<file path="src/rtl/reg_arb_pkg.sv">
// Shared types and default parameters for the register-file access arbiter.
package reg_arb_pkg;

    localparam int ADDR_W_DEF    = 7;
    localparam int DATA_W_DEF    = 8;
    localparam int RO_BASE_DEF   = 'h60;
    localparam int MAX_BURST_DEF = 4;

    typedef enum logic [1:0] {
        ARB_IDLE,
        ARB_ACCESS,
        ARB_RESP
    } arb_state_t;

    typedef enum logic {
        GNT_SPI,
        GNT_SEQ
    } grant_id_t;

endpackage

</file>
<file path="src/rtl/reg_access_arbiter_rr_grant.sv">
// Two-input round-robin grant with a burst limit. The grant decision is
// combinational; last_grant, burst_cnt and the "other was pending" flag
// update only when the top actually takes a grant.
module rr_grant
    import reg_arb_pkg::*;
#(
    parameter int MAX_BURST = MAX_BURST_DEF
) (
    input  logic      clk,
    input  logic      rst,
    input  logic      spi_req,
    input  logic      seq_req,
    input  logic      take,
    output grant_id_t grant_id,
    output logic      grant_valid
);

    localparam int CW = $clog2(MAX_BURST + 1);

    grant_id_t      last_grant;
    logic [CW-1:0]  burst_cnt;
    logic           other_pend;
    logic           keep;

    // Tie-break: stay with last_grant only if it has burst budget left and
    // nobody else was waiting when it last won; burst_cnt==0 means no grant
    // yet, so the reset tie goes to the opposite of last_grant (SPI).
    always_comb begin
        keep        = (burst_cnt != '0) && (burst_cnt < CW'(MAX_BURST)) && !other_pend;
        grant_valid = spi_req | seq_req;
        if (spi_req && seq_req)
            grant_id = keep ? last_grant
                            : ((last_grant == GNT_SPI) ? GNT_SEQ : GNT_SPI);
        else if (seq_req)
            grant_id = GNT_SEQ;
        else
            grant_id = GNT_SPI;
    end

    // History registers for the next arbitration round.
    always_ff @(posedge clk or posedge rst) begin
        if (rst) begin
            last_grant <= GNT_SEQ;
            burst_cnt  <= '0;
            other_pend <= 1'b0;
        end else if (take) begin
            last_grant <= grant_id;
            other_pend <= (grant_id == GNT_SPI) ? seq_req : spi_req;
            if (grant_id == last_grant)
                burst_cnt <= (burst_cnt == CW'(MAX_BURST)) ? burst_cnt : burst_cnt + 1'b1;
            else
                burst_cnt <= CW'(1);
        end
    end

endmodule

</file>
<file path="src/rtl/reg_access_arbiter.sv">
// Shares the single-port config register file between the SPI host and the
// on-chip sequencer. One access per IDLE -> ACCESS -> RESP round; SPI writes
// to the upper read-only range are dropped and flagged on spi_err.
module reg_access_arbiter
    import reg_arb_pkg::*;
#(
    parameter int                ADDR_W    = ADDR_W_DEF,
    parameter int                DATA_W    = DATA_W_DEF,
    parameter logic [ADDR_W-1:0] RO_BASE   = ADDR_W'(RO_BASE_DEF),
    parameter int                MAX_BURST = MAX_BURST_DEF
) (
    input  logic              clk,
    input  logic              rst,
    input  logic              spi_req,
    input  logic              spi_we,
    input  logic [ADDR_W-1:0] spi_addr,
    input  logic [DATA_W-1:0] spi_wdata,
    output logic              spi_ack,
    output logic [DATA_W-1:0] spi_rdata,
    output logic              spi_err,
    input  logic              seq_req,
    input  logic              seq_we,
    input  logic [ADDR_W-1:0] seq_addr,
    input  logic [DATA_W-1:0] seq_wdata,
    output logic              seq_ack,
    output logic [DATA_W-1:0] seq_rdata,
    output logic              rf_en,
    output logic              rf_we,
    output logic [ADDR_W-1:0] rf_addr,
    output logic [DATA_W-1:0] rf_wdata,
    input  logic [DATA_W-1:0] rf_rdata,
    output logic              busy
);

    arb_state_t        state;
    grant_id_t         gnt;
    grant_id_t         cur_gnt;
    logic              gnt_valid;
    logic              take;
    logic              cmd_we;
    logic              err_pending;
    logic              sel_we;
    logic [ADDR_W-1:0] sel_addr;
    logic [DATA_W-1:0] sel_wdata;
    logic              protect;
    logic [DATA_W-1:0] spi_rdata_q;
    logic [DATA_W-1:0] seq_rdata_q;

    assign take = (state == ARB_IDLE) && gnt_valid;

    rr_grant #(.MAX_BURST(MAX_BURST)) u_grant (
        .clk         (clk),
        .rst         (rst),
        .spi_req     (spi_req),
        .seq_req     (seq_req),
        .take        (take),
        .grant_id    (gnt),
        .grant_valid (gnt_valid)
    );

    // Winner's command, plus the SPI read-only check done before latching.
    always_comb begin
        sel_we    = (gnt == GNT_SPI) ? spi_we    : seq_we;
        sel_addr  = (gnt == GNT_SPI) ? spi_addr  : seq_addr;
        sel_wdata = (gnt == GNT_SPI) ? spi_wdata : seq_wdata;
        protect   = (gnt == GNT_SPI) && sel_we && (sel_addr >= RO_BASE);
    end

    // rf_rdata only arrives in the RESP cycle, so on a read ack it is passed
    // straight through; the held copy covers every other cycle.
    assign spi_rdata = (spi_ack && !cmd_we) ? rf_rdata : spi_rdata_q;
    assign seq_rdata = (seq_ack && !cmd_we) ? rf_rdata : seq_rdata_q;

    // Access FSM with registered register-file strobes and acks.
    always_ff @(posedge clk or posedge rst) begin
        if (rst) begin
            state       <= ARB_IDLE;
            cur_gnt     <= GNT_SPI;
            cmd_we      <= 1'b0;
            err_pending <= 1'b0;
            rf_en       <= 1'b0;
            rf_we       <= 1'b0;
            rf_addr     <= '0;
            rf_wdata    <= '0;
            spi_ack     <= 1'b0;
            seq_ack     <= 1'b0;
            spi_err     <= 1'b0;
            busy        <= 1'b0;
            spi_rdata_q <= '0;
            seq_rdata_q <= '0;
        end else begin
            case (state)
                ARB_IDLE: begin
                    if (take) begin
                        state       <= ARB_ACCESS;
                        busy        <= 1'b1;
                        cur_gnt     <= gnt;
                        cmd_we      <= sel_we;
                        err_pending <= protect;
                        rf_en       <= 1'b1;
                        rf_we       <= sel_we && !protect;
                        rf_addr     <= sel_addr;
                        rf_wdata    <= sel_wdata;
                    end
                end
                ARB_ACCESS: begin
                    state   <= ARB_RESP;
                    rf_en   <= 1'b0;
                    rf_we   <= 1'b0;
                    spi_ack <= (cur_gnt == GNT_SPI);
                    seq_ack <= (cur_gnt == GNT_SEQ);
                    spi_err <= err_pending;
                end
                ARB_RESP: begin
                    state   <= ARB_IDLE;
                    busy    <= 1'b0;
                    spi_ack <= 1'b0;
                    seq_ack <= 1'b0;
                    spi_err <= 1'b0;
                    if (!cmd_we) begin
                        if (cur_gnt == GNT_SPI) spi_rdata_q <= rf_rdata;
                        else                    seq_rdata_q <= rf_rdata;
                    end
                end
                default: state <= ARB_IDLE;
            endcase
        end
    end

endmodule

</file>
<file path="config.mk">
export PLATFORM = sky130hd
export DESIGN_NAME = reg_access_arbiter
export DESIGN_NICKNAME = d
export VERILOG_FILES = /design/src/rtl/reg_arb_pkg.sv /design/src/rtl/reg_access_arbiter_rr_grant.sv /design/src/rtl/reg_access_arbiter.sv
export SDC_FILE = /design/constraint.sdc
export NUM_CORES = 1
export LEC_CHECK = 0
export CAP_MARGIN = 30
export CORE_MARGIN = 2
export CORE_UTILIZATION = 40
export DETAILED_ROUTE_END_ITERATION = 8
export HOLD_SLACK_MARGIN = 0.02
export PLACE_DENSITY = 0.71
export SYNTH_ARGS = -nofsm -noshare
export SYNTH_HDL_FRONTEND = slang
export SYNTH_SLANG_ARGS = --single-unit
</file>
<file path="constraint.sdc">
create_clock -name clk -period 5.27 [get_ports clk]
set_input_delay 0.527 -clock clk [delete_from_list [all_inputs] [get_ports clk]]
set_output_delay 0.527 -clock clk [all_outputs]
set_load 0.01 [all_outputs]
</file>
==> results.tsv, run 1 <==
stage	metric	value	unit
sta	timing.final.crit_share	0.527	
route	viasPerCell	5.18	
synthesis	synth-xor-area-share	0.00373	
die	core	5570	um^2
synthesis	synth_area	2350	um^2
global_route	grt_antenna_before_repair	0	
place	port-buffer-count	80	
global_route	first_global_vias	1819	
sta	finalCriticalPeriod	2780	ps
synthesis	synth-compound-area-share	0.185	
final_layout	fin_nets	324	
die	row_count	27	
power	irDropWorstVdd	0.000268	V
final_layout	diodes	0	
worst_setup_path	path_cells	nor2_1, mux2_2, clkdlybuf4s50_1	
global_route	grt_start_max_net_pins	32	
route	drt-pass1-iter-count	4	
worst_setup_path	cpPeakStageDelay	630	ps
route	num_vias	1796	
die	io_pins	81	
place	gp_congestion	0.735	
synthesis	synth_cell_types	36	
synthesis	synthSimpleGateAreaFrac	0.0740	
worst_setup_path	start_kind	flip-flop	
synthesis	synth_edf_count	0	
sta	finalClockSkew	10.2	ps
place	hpwl	3760	um
synthesis	synth-seq-cells	47	
die	die_x	80.6	um
die	initial_utilization	0.422	
die	dieArea	6500	um^2
sta	drv_slew	0	
route	drtIter0Drc	105	
route	drc	0	
cts	root_buffer	clkbuf_8	
route	ant_nets	0	
worst_setup_path	end_kind	primary output	
cts	cts_num_sinks	47	
route	wl_per_cell	14.9	um
global_route	grt_pass1_wl	8690	um
sta	max_freq	0.360	GHz
synthesis	synth_area_leader_cell	dfrtp_1	
worst_setup_path	crit_fanout	8	
sta	final-hold-violation-count	0	
final_layout	drive_above_1_share	0.204	
worst_hold_path	min_path_type	reg -> reg	
cts	clk_pin_slew	80	ps
synthesis	syn_area_per_cell	12.1	um^2
power	p_leak	1.47	nW
synthesis	synthArstFlopShare	1.00	
sta	finalSetupTns	0	ps
worst_setup_path	cp_slowest_cell	nor2_1	
cts	numCtsBuffers	5	
sta	setup_violations	0	
worst_setup_path	worstPathRequired	4740	ps
sta	worst_hold_slack	482	ps
sta	rsz0062_at_grt	no	
synthesis	synth_top_area_frac	0.490	
global_route	grt_overflow	0	
cts	cts_buffer_depth	2	
cts	ctsResizeCount	0	
final_layout	syn_to_final_growth	41.3	%
synthesis	synth_adder_area_share	0.0319	
route	drt_wl_total	5170	um
cts	ctsHoldBuffers	0	
synthesis	ys_seq_area_frac	0.501	
synthesis	synth_area_leaders	dfrtp_1, mux2_2, a22o_1	
cts	clk_latency	300	ps
sta	slew_headroom	0.479	
worst_setup_path	cp.arrival	2250	ps
sta	tightest_slew	778	ps
outcome	status	completed	
worst_setup_path	worst-setup-path-type	reg -> out	
synthesis	yosysWarnings	0	
synthesis	netlist_instances	194	
cts	cts_setup_buffers	0	
synthesis	syn_nets	244	
cts	cts_tree	done	
global_route	track_usage	0.174	
synthesis	synth_top_family_by_area	compound AO/OA/AOI/OAI gates	
power	cellPowerDensity	603	nW/um^2
die	dieHeight	80.6	um
flow_run	cap_violations	0	
synthesis	ys.flop_type	dfrtp_1	
synthesis	synthMuxAreaShare	0.167	
cts	h-tree-depth	2	
[flip-flops by register name (all words and copies together), names as in the netlist, 2 cells and up]
signal	cells
rf_wdata	8
seq_rdata_q	8
rf_addr	7
spi_rdata_q	8
state	2
u_grant.burst_cnt	3
[critical path, delay by kind of cell (launching register included)]
kind / cells / cell delay (ps)
AND/OR/NAND/NOR: 1 / 630
buffers and inverters: 1 / 490
flip-flops: 1 / 430
multiplexers: 1 / 410
[final cells by class]
type	instances	area [um^2]
Clock inverter	1	30.0
Inverter	9	33.8
Multi-Input combinational cell	129	1080
Fill cell	491	2250
Tap cell	72	90.1
Sequential cell	47	1180
Clock buffer	7	76.3
Timing Repair Buffer	82	828
[synthesized netlist by cell type (2+ instances only)]
| cell | instances |
|---|---|
| a21o_1 | 15 |
| a21oi_1 | 3 |
| a22o_1 | 13 |
| a22o_2 | 6 |
| buf_2 | 2 |
| buf_4 | 3 |
| clkbuf_1 | 3 |
| dfrtp_1 | 46 |
| ha_1 | 6 |
| inv_1 | 9 |
| mux2_2 | 33 |
| mux2i_1 | 2 |
| nand2_1 | 11 |
| nand2b_1 | 2 |
| nand3_1 | 3 |
| nand3b_1 | 3 |
| nor2_1 | 4 |
| nor2b_1 | 2 |
| nor3b_2 | 2 |
| o211ai_1 | 2 |
| o21ai_0 | 9 |
[path summary, 6_finish.rpt]
check | start | end | slack, ps | cells past startpoint
hold reg to reg | err_pending$_DFFE_PP0P_ | err_pending$_DFFE_PP0P_ | 480 | 2
hold / removal | err_pending$_DFFE_PP0P_ | err_pending$_DFFE_PP0P_ | 480 | 2
min in group asynchronous | rst | rf_wdata[6]$_DFFE_PP0P_ | 520 | 2
setup reg to reg | state[0]$_DFFE_PP0P_ | spi_rdata_q[0]$_DFFE_PP0P_ | 3320 | 4
setup / recovery | cmd_we$_DFFE_PP0P_ | seq_rdata[1] | 2490 | 3
max in group asynchronous | rst | u_grant.last_grant$_DFFE_PP1P_ | 4190 | 3
[cells in the final DEF, fill, tap and decap left out]
cell	instances
clkdlybuf4s50_1	80
dfrtp_1	46
mux2_2	33
a21o_1	15
a22o_1	13
nand2_1	11
inv_1	8
o21ai_0	8
a22o_2	6
ha_1	6
clkbuf_8	5
nor2_1	4
nand3b_1	3
a21oi_1	3
nand3_1	3
o21ai_1	2
nand2b_1	2
nor2b_1	2
nor3b_2	2
mux2i_1	2
o211ai_1	2
clkbuf_1	2
nor3_1	1
xnor2_1	1
a21oi_2	1
or3_4	1
o311ai_0	1
o2111a_2	1
nor3b_1	1
a311o_2	1
a31o_1	1
and3_1	1
inv_2	1
a21o_2	1
a211o_1	1
bufinv_16	1
buf_12	1
buf_4	1
dfstp_2	1
[layer usage]
| layer | global-route usage | wire, um | vias up |
|---|---|---|---|
| li1 | - | - | 872 |
| met1 | 0.222 | 2240 | 865 |
| met5 | 0 | 0 | - |
| met2 | 0.278 | 2480 | 54 |
| met3 | 0.0517 | 352 | 5 |
| met4 | 0.0661 | 85 | 0 |
[kinds of logic (layout without fill, tap and decap cells)]
family,Yosys count,in the layout
AOI/OAI and AO/OA,56,56
xor gates and xnor gates,1,1
adders and majority gates,6,6
buffers and inverters,18,99
DFF,47,47
muxes,35,35
and+or+nand+nor,31,31
[stage by stage]
step / worst slack [ps] / area (um^2) / std cells / util / power, mW
3_3_place_gp: 2880 / 3190 / 338 / 0.573 / 1.73
4_1_cts: 2480 / 3320 / 347 / 0.596 / 2.03
2_1_floorplan: 3450 / 2350 / 194 / - / 1.31
3_5_place_dp: 2820 / 3210 / 339 / 0.576 / 1.76
5_1_grt: 2390 / 3320 / 347 / 0.596 / 2.15
6_report: 2490 / 3320 / 347 / 0.596 / 2.00
[where the power goes]
group / total [mW] / switching [mW] / internal, mW / leakage, nW
clock: 0.259 / 0.117 / 0.142 / 0.0524
sequential: 0.650 / 0.108 / 0.542 / 0.571
combinational: 1.09 / 0.446 / 0.646 / 0.849
Note: power is estimated with default switching activity, not from simulation.
==> run 2: changes to the inputs <==
--- a/config.mk
+++ b/config.mk
@@ -10,7 +10,7 @@
 export CORE_UTILIZATION = 40
 export DETAILED_ROUTE_END_ITERATION = 8
 export HOLD_SLACK_MARGIN = 0.02
-export PLACE_DENSITY = 0.71
+export PLACE_DENSITY = 0.74
 export SYNTH_ARGS = -nofsm -noshare
 export SYNTH_HDL_FRONTEND = slang
 export SYNTH_SLANG_ARGS = --single-unit
==> constraint.sdc (replaced) <==
create_clock -name clk -period 2.3 [get_ports clk]
set_input_delay 0.23 -clock clk [delete_from_list [all_inputs] [get_ports clk]]
set_output_delay 0.23 -clock clk [all_outputs]
set_load 0.01 [all_outputs]
==> run 2 against run 1 <==
  * Via count rose by 1.9%
  * Non-clock buffer count rose by 3
  * Worst hold slack got worse by 90 ps
  * Wire length rose by 1.0%
  * Count of clock-buffer cells in the layout did not move
  * Register-to-register slack got worse by 3000 ps
  * Final cell count rose by 0.86%
  * Clock skew rose by 1.2 ps
  * Critical path type unchanged
==> results.tsv, run 2 (synthesized netlist as in run 1, its figures left out) <==
stage	metric	value	unit	change
outcome	status	completed		
sta	slew_headroom	0.549		+0.0696
sta	finalCriticalPeriod	2090	ps	
final_layout	diodes	0		unchanged
final_layout	largestRegisters	rf_wdata (8), seq_rdata_q (8), spi_rdata_q (8)		
sta	rsz0062_at_grt	no		
sta	fin_ws	206	ps	-2290 ps
place	place_ws	302	ps	-2520 ps
global_route	grt_antenna_before_repair	0		unchanged
place	placed_cell_area	3240	um^2	+0.82%
power	pwr-share-seq	0.322		-0.003
cts	numCtsBuffers	5		unchanged
cts	ctsHoldBuffers	0		unchanged
sta	worst_hold_slack	392	ps	-90.4 ps
cts	cts_tree	done		
sta	setup_violations	0		unchanged
die	dieHeight	80.6	um	unchanged
sta	finalSetupTns	0	ps	unchanged
worst_hold_path	min_path_type	in -> async		
power	comb_power_share	0.550		+0.004
sta	tightest_slew	676	ps	-102 ps
worst_setup_path	worstPathRequired	2070	ps	-2670 ps
route	drt_wl_total	5220	um	+1.0%
final_layout	fin_nets	327		+0.93%
final_layout	fin_util	0.601		+0.00516
sta	finalClockSkew	11.4	ps	+1.21 ps
die	io_pins	81		unchanged
route	drt-pass1-iter-count	4		unchanged
cts	ctsResizeCount	0		unchanged
final_layout	drive_above_1_share	0.219		+0.0158
die	dieArea	6500	um^2	unchanged
route	drtIter0Drc	66		-37%
global_route	grt_start_max_net_pins	48		+50%
cts	root_buffer	clkbuf_8		
cts	clk_pin_slew	90	ps	about the same
final_layout	fillers	462		-5.9%
flow_run	cap_violations	0		unchanged
power	p_leak	1.49	nW	+1.2%
cts	cts_buffer_depth	2		unchanged
worst_setup_path	end_kind	primary output		
place	gp_congestion	0.712		-3.1%
die	row_count	27		unchanged
power	p_switching	1.56	mW	+130%
sta	drv_slew	0		unchanged
global_route	grt_pass1_wl	8670	um	-0.24%
worst_setup_path	start_kind	flip-flop		
die	initial_utilization	0.422		unchanged
worst_setup_path	worst-setup-path-type	reg -> out		
route	viasPerCell	5.23		+1.1%
final_layout	final_cell_area	3350	um^2	+0.87%
power	cellPowerDensity	1390	nW/um^2	+130%
power	sw_frac_of_total	0.335		-0.000450
cts	cts_num_sinks	47		unchanged
cts	cts_setup_buffers	0		unchanged
global_route	track_usage	0.173		-0.000914
power	irDropWorstVdd	0.000567	V	+110%
global_route	first_global_vias	1873		+3.0%
place	hpwl	3720	um	-0.98%
power	clockPowerShare	0.128		about the same
place	port-buffer-count	80		unchanged
sta	final-hold-violation-count	0		unchanged
final_layout	final_cell_mix	clkdlybuf4s50_1, dfrtp_1, mux2_2		
sta	timing.final.crit_share	0.910		
worst_setup_path	cp.arrival	1860	ps	-390 ps
sta	max_freq	0.478	GHz	
global_route	grt_overflow	0		unchanged
route	ant_nets	0		unchanged
cts	h-tree-depth	2		unchanged
final_layout	syn_to_final_growth	42.5	%	
cts	clk_latency	300	ps	about the same
die	core	5570	um^2	unchanged
route	drc	0		unchanged
final_layout	layout_commonest_cell	clkdlybuf4s50_1		
power	internal-power	3.09	mW	+130%
route	num_vias	1831		+1.9%
route	wl_per_cell	14.9	um	+0.16%
die	die_x	80.6	um	unchanged
worst_setup_path	crit_fanout	8		unchanged
run 2: changes by cell type in the layout (fill, tap and decap cells not counted):
cell and delta:
nand2b_2 +1, o21ai_1 -1, o21ai_2 +1, nand2b_1 -1
buf_4 +3
run 2: worst max-delay path, cell delays in order (launching register included):
cell	delay (ps)
dfrtp_1	420
nor2_1	110
buf_4	180
mux2_2	360
clkdlybuf4s50_1	480
run 2: worst paths after layout:
| path | startpoint | end | slack [ps] | cells past startpoint |
|---|---|---|---|---|
| setup / recovery | cmd_we$_DFFE_PP0P_ | seq_rdata[6] | 210 | 4 |
| hold / removal | rst | rf_addr[3]$_DFFE_PP0P_ | 390 | 3 |
| setup reg to reg | u_grant.burst_cnt[0]$_DFFE_PP0P_ | rf_wdata[0]$_DFFE_PP0P_ | 330 | 6 |
| hold reg to reg | err_pending$_DFFE_PP0P_ | err_pending$_DFFE_PP0P_ | 490 | 2 |
| max in group asynchronous | rst | rf_we$_DFFE_PP0P_ | 1480 | 3 |
| min in group clk | err_pending$_DFFE_PP0P_ | err_pending$_DFFE_PP0P_ | 490 | 2 |
run 2: metrics by stage:
stage / std cells / total power, mW
after global placement: 342 / 4.02
after floorplan: 194 / 3.00
after CTS: 350 / 4.70
after detailed placement: 342 / 4.09
after global routing: 350 / 4.98
final: 350 / 4.65
run 2: layer usage:
layer / up-vias / GRT usage / wire [um]
met5: - / 0 / 0
met4: 0 / 0.0729 / 91
met3: 8 / 0.0360 / 233
met2: 55 / 0.292 / 2590
met1: 891 / 0.215 / 2300
li1: 877 / - / -
run 2: power groups by stage:
stage / registers (mW) / clock network [mW] / logic [mW]
CTS: 1.50 / 0.614 / 2.59
finish: 1.50 / 0.594 / 2.56
detailed placement: 1.51 / 0 / 2.58
global route: 1.55 / 0.646 / 2.79
global placement: 1.50 / 0 / 2.52
floorplan: 1.52 / 0 / 1.47
run 2: final cells by class:
cell class	count	area, um^2	area share
well taps	72	90.1	0.0269
repair buffers	85	851	0.254
flip-flops and latches	47	1180	0.352
multi-input cells	129	1090	0.325
inverters	9	33.8	0.0101
clock buffers	7	76.3	0.0228
clock inverters	1	30.0	0.00897
==> edit: new RTL, flow settings as in run 2 <==
The package constant `ADDR_W_DEF` goes from 7 to 8.
--- a/src/rtl/reg_arb_pkg.sv
+++ b/src/rtl/reg_arb_pkg.sv
@@ -2,5 +2,5 @@
 package reg_arb_pkg;
 
-    localparam int ADDR_W_DEF    = 7;
+    localparam int ADDR_W_DEF    = 8;
     localparam int DATA_W_DEF    = 8;
     localparam int RO_BASE_DEF   = 'h60;
Ports: changed (resized rf_addr, seq_addr and spi_addr); port bits go from 81 to 84. The function was not compared with the original's and may differ.
==> edit against run 2 <==
Synthesized area increased by 0.80%. Via count decreased by 1.6%. Worst setup slack got worse by 0.012 ns. Routed wire length decreased by 3.9%. Total power decreased by 5.3%. Design area increased by 2.0%. Sequential cell count increased by 1. Critical path type is now flip-flop to flip-flop. Largest cell class unchanged. Largest power group unchanged.
==> edit: results (changes against run 2) <==
Number of routed nets with antenna violations: 0 (unchanged)
Switching share of power: 0.345 (+0.00971)
Pleak: 1.48 nW (-0.97%)
Synth cell count leaders: 47 x dfrtp_1, 33 x mux2_2, 25 x nand2_1
Skew-Pair Late Insertion Delay: 0.29 ns
Fraction of layout cells with a size suffix above 1: 0.193 (-0.0269)
Worst Setup Path Type: flip-flop to flip-flop
Register area share after synthesis: 0.508 (+0.00659)
Outcome: complete, no violations
Met2 wire length: 2.39 mm (-7.8%)
# port buffers: 83 (+3.8%)
Highest routed layer: met4
Area leader, netlist: dfrtp_1
CTS resizes: 0 (unchanged)
Fin. Hold Viols: 0 (unchanged)
Worst r2r path cells: 7 (+1)
CTS Buffer Depth: 2 (unchanged)
Min-Delay Path Class: primary input to asynchronous set/reset pin
Critical path arrival: 2.28 ns (+0.42 ns)
VDD IR max: 0.557 mV (-1.8%)
H-Tree Level Count: 2 (unchanged)
Post-CTS Setup Inserts: 0 (unchanged)
Routability cong.: 0.701 (-1.5%)
Synth unique cells: 33 (-8.3%)
WL final: 5.01 mm (-3.9%)
HPWL Detailed: 3.86 mm (+3.7%)
Worst-path fanout max: 8 (unchanged)
Starting DRT DRC Count: 47 (-29%)
Fill count: 526 (+14%)
Num CTS Buffers: 5 (unchanged)
Metal-1 WL: 2.28 mm (-0.74%)
Slew Limit Fails: 0 (unchanged)
Worst-path clk slew: 0.09 ns (about the same)
DRT Pass-1 Iters: 4 (unchanged)
Layout Nets: 347 (+6.1%)
Metal3 WL: 325 um (+39%)
First-pass GRT wire length: 8.29 mm (-4.4%)
Vias per cell: 4.86 (-7.2%)
Initial Utilization: 0.407 (-0.0143)
Placed cell areas: 3320 sq um (+2.4%)
Crit path capture: rf_wdata[3]$_DFFE_PP0P_
Clock root cell: clkbuf_8
Initial antenna violation count: 0 (unchanged)
Yosys warns: 0 (unchanged)
Clock skew: 0.00641 ns (-0.00497 ns)
Vias in the first global route: 1801 (-3.8%)
Ant. Diodes: 0 (unchanged)
Min Hold Slack: 0.261 ns (-0.131 ns)
Worst-margin pin slew: 0.455 ns (-0.221 ns)
Area contributors post-synth: dfrtp_1 50%, mux2_2 16%, mux2i_1 7.6%
GR Util All Layers: 0.162 (-0.0110)
Post-synth net total: 257 (+5.3%)
Async S/R FF share, synth: 1.00 (unchanged)
Flop2flop setup slack: 0.19 ns (-0.14 ns)
Worst r2r src: u_grant.burst_cnt[0]$_DFFE_PP0P_
Largest net degree at the start of global routing: 23 (-52%)
-- edit: critical path, cell delays in order (launching register included) --
cell	delay, ns
dfrtp_1	0.40
inv_1	0.06
ha_1	0.24
or3_4	0.35
o211ai_2	0.38
buf_4	0.27
mux2i_1	0.21
o21ai_0	0.09
-- edit: power by group through the flow --
stage               clock [mW]  sequential, mW  combinational (mW)
floorplan                    0            1.56                1.29
global placement             0            1.51                2.36
detailed placement           0            1.52                2.40
CTS                      0.533            1.51                2.41
global route             0.578            1.57                2.61
finish                   0.518            1.51                2.37
-- edit: logic make-up (layout without fill, tap and decap cells) --
logic type / after synthesis / in the layout / share of synthesized area
compound gates: 39 / 39 / 0.102
fa+ha+maj: 6 / 6 / 0.0317
buf+inv: 18 / 109 / 0.0364
flops: 48 / 48 / 0.508
mux: 51 / 51 / 0.233
simple gates: 43 / 43 / 0.0887
-- edit: area by class of cell --
type                       count  area, sq um  share of cell area
clock inverter                 2         15.0             0.00440
timing repair buffer          91          891               0.261
clock buffer                   6         82.6              0.0242
inverter                      10         37.5              0.0110
multi-input combinational    139         1090               0.320
sequential                    48         1200               0.352
tap                           75         93.8              0.0275
-- edit: layer usage --
| metal | vias up | track usage |
|---|---|---|
| li1 | 903 | - |
| met1 | 839 | 0.209 |
| met2 | 58 | 0.275 |
| met3 | 2 | 0.0467 |
| met4 | 0 | 0.0305 |
| met5 | - | 0 |
-- edit: metrics by stage --
step,worst slack [ns],total power [mW],util,instances
after floorplan,0.488,2.85,-,205
after global placement,0.252,3.88,0.570,363
after detailed placement,0.202,3.92,0.570,363
after CTS,0.0640,4.46,0.587,371
after global routing,0.0659,4.75,0.587,371
final,0.194,4.40,0.587,371
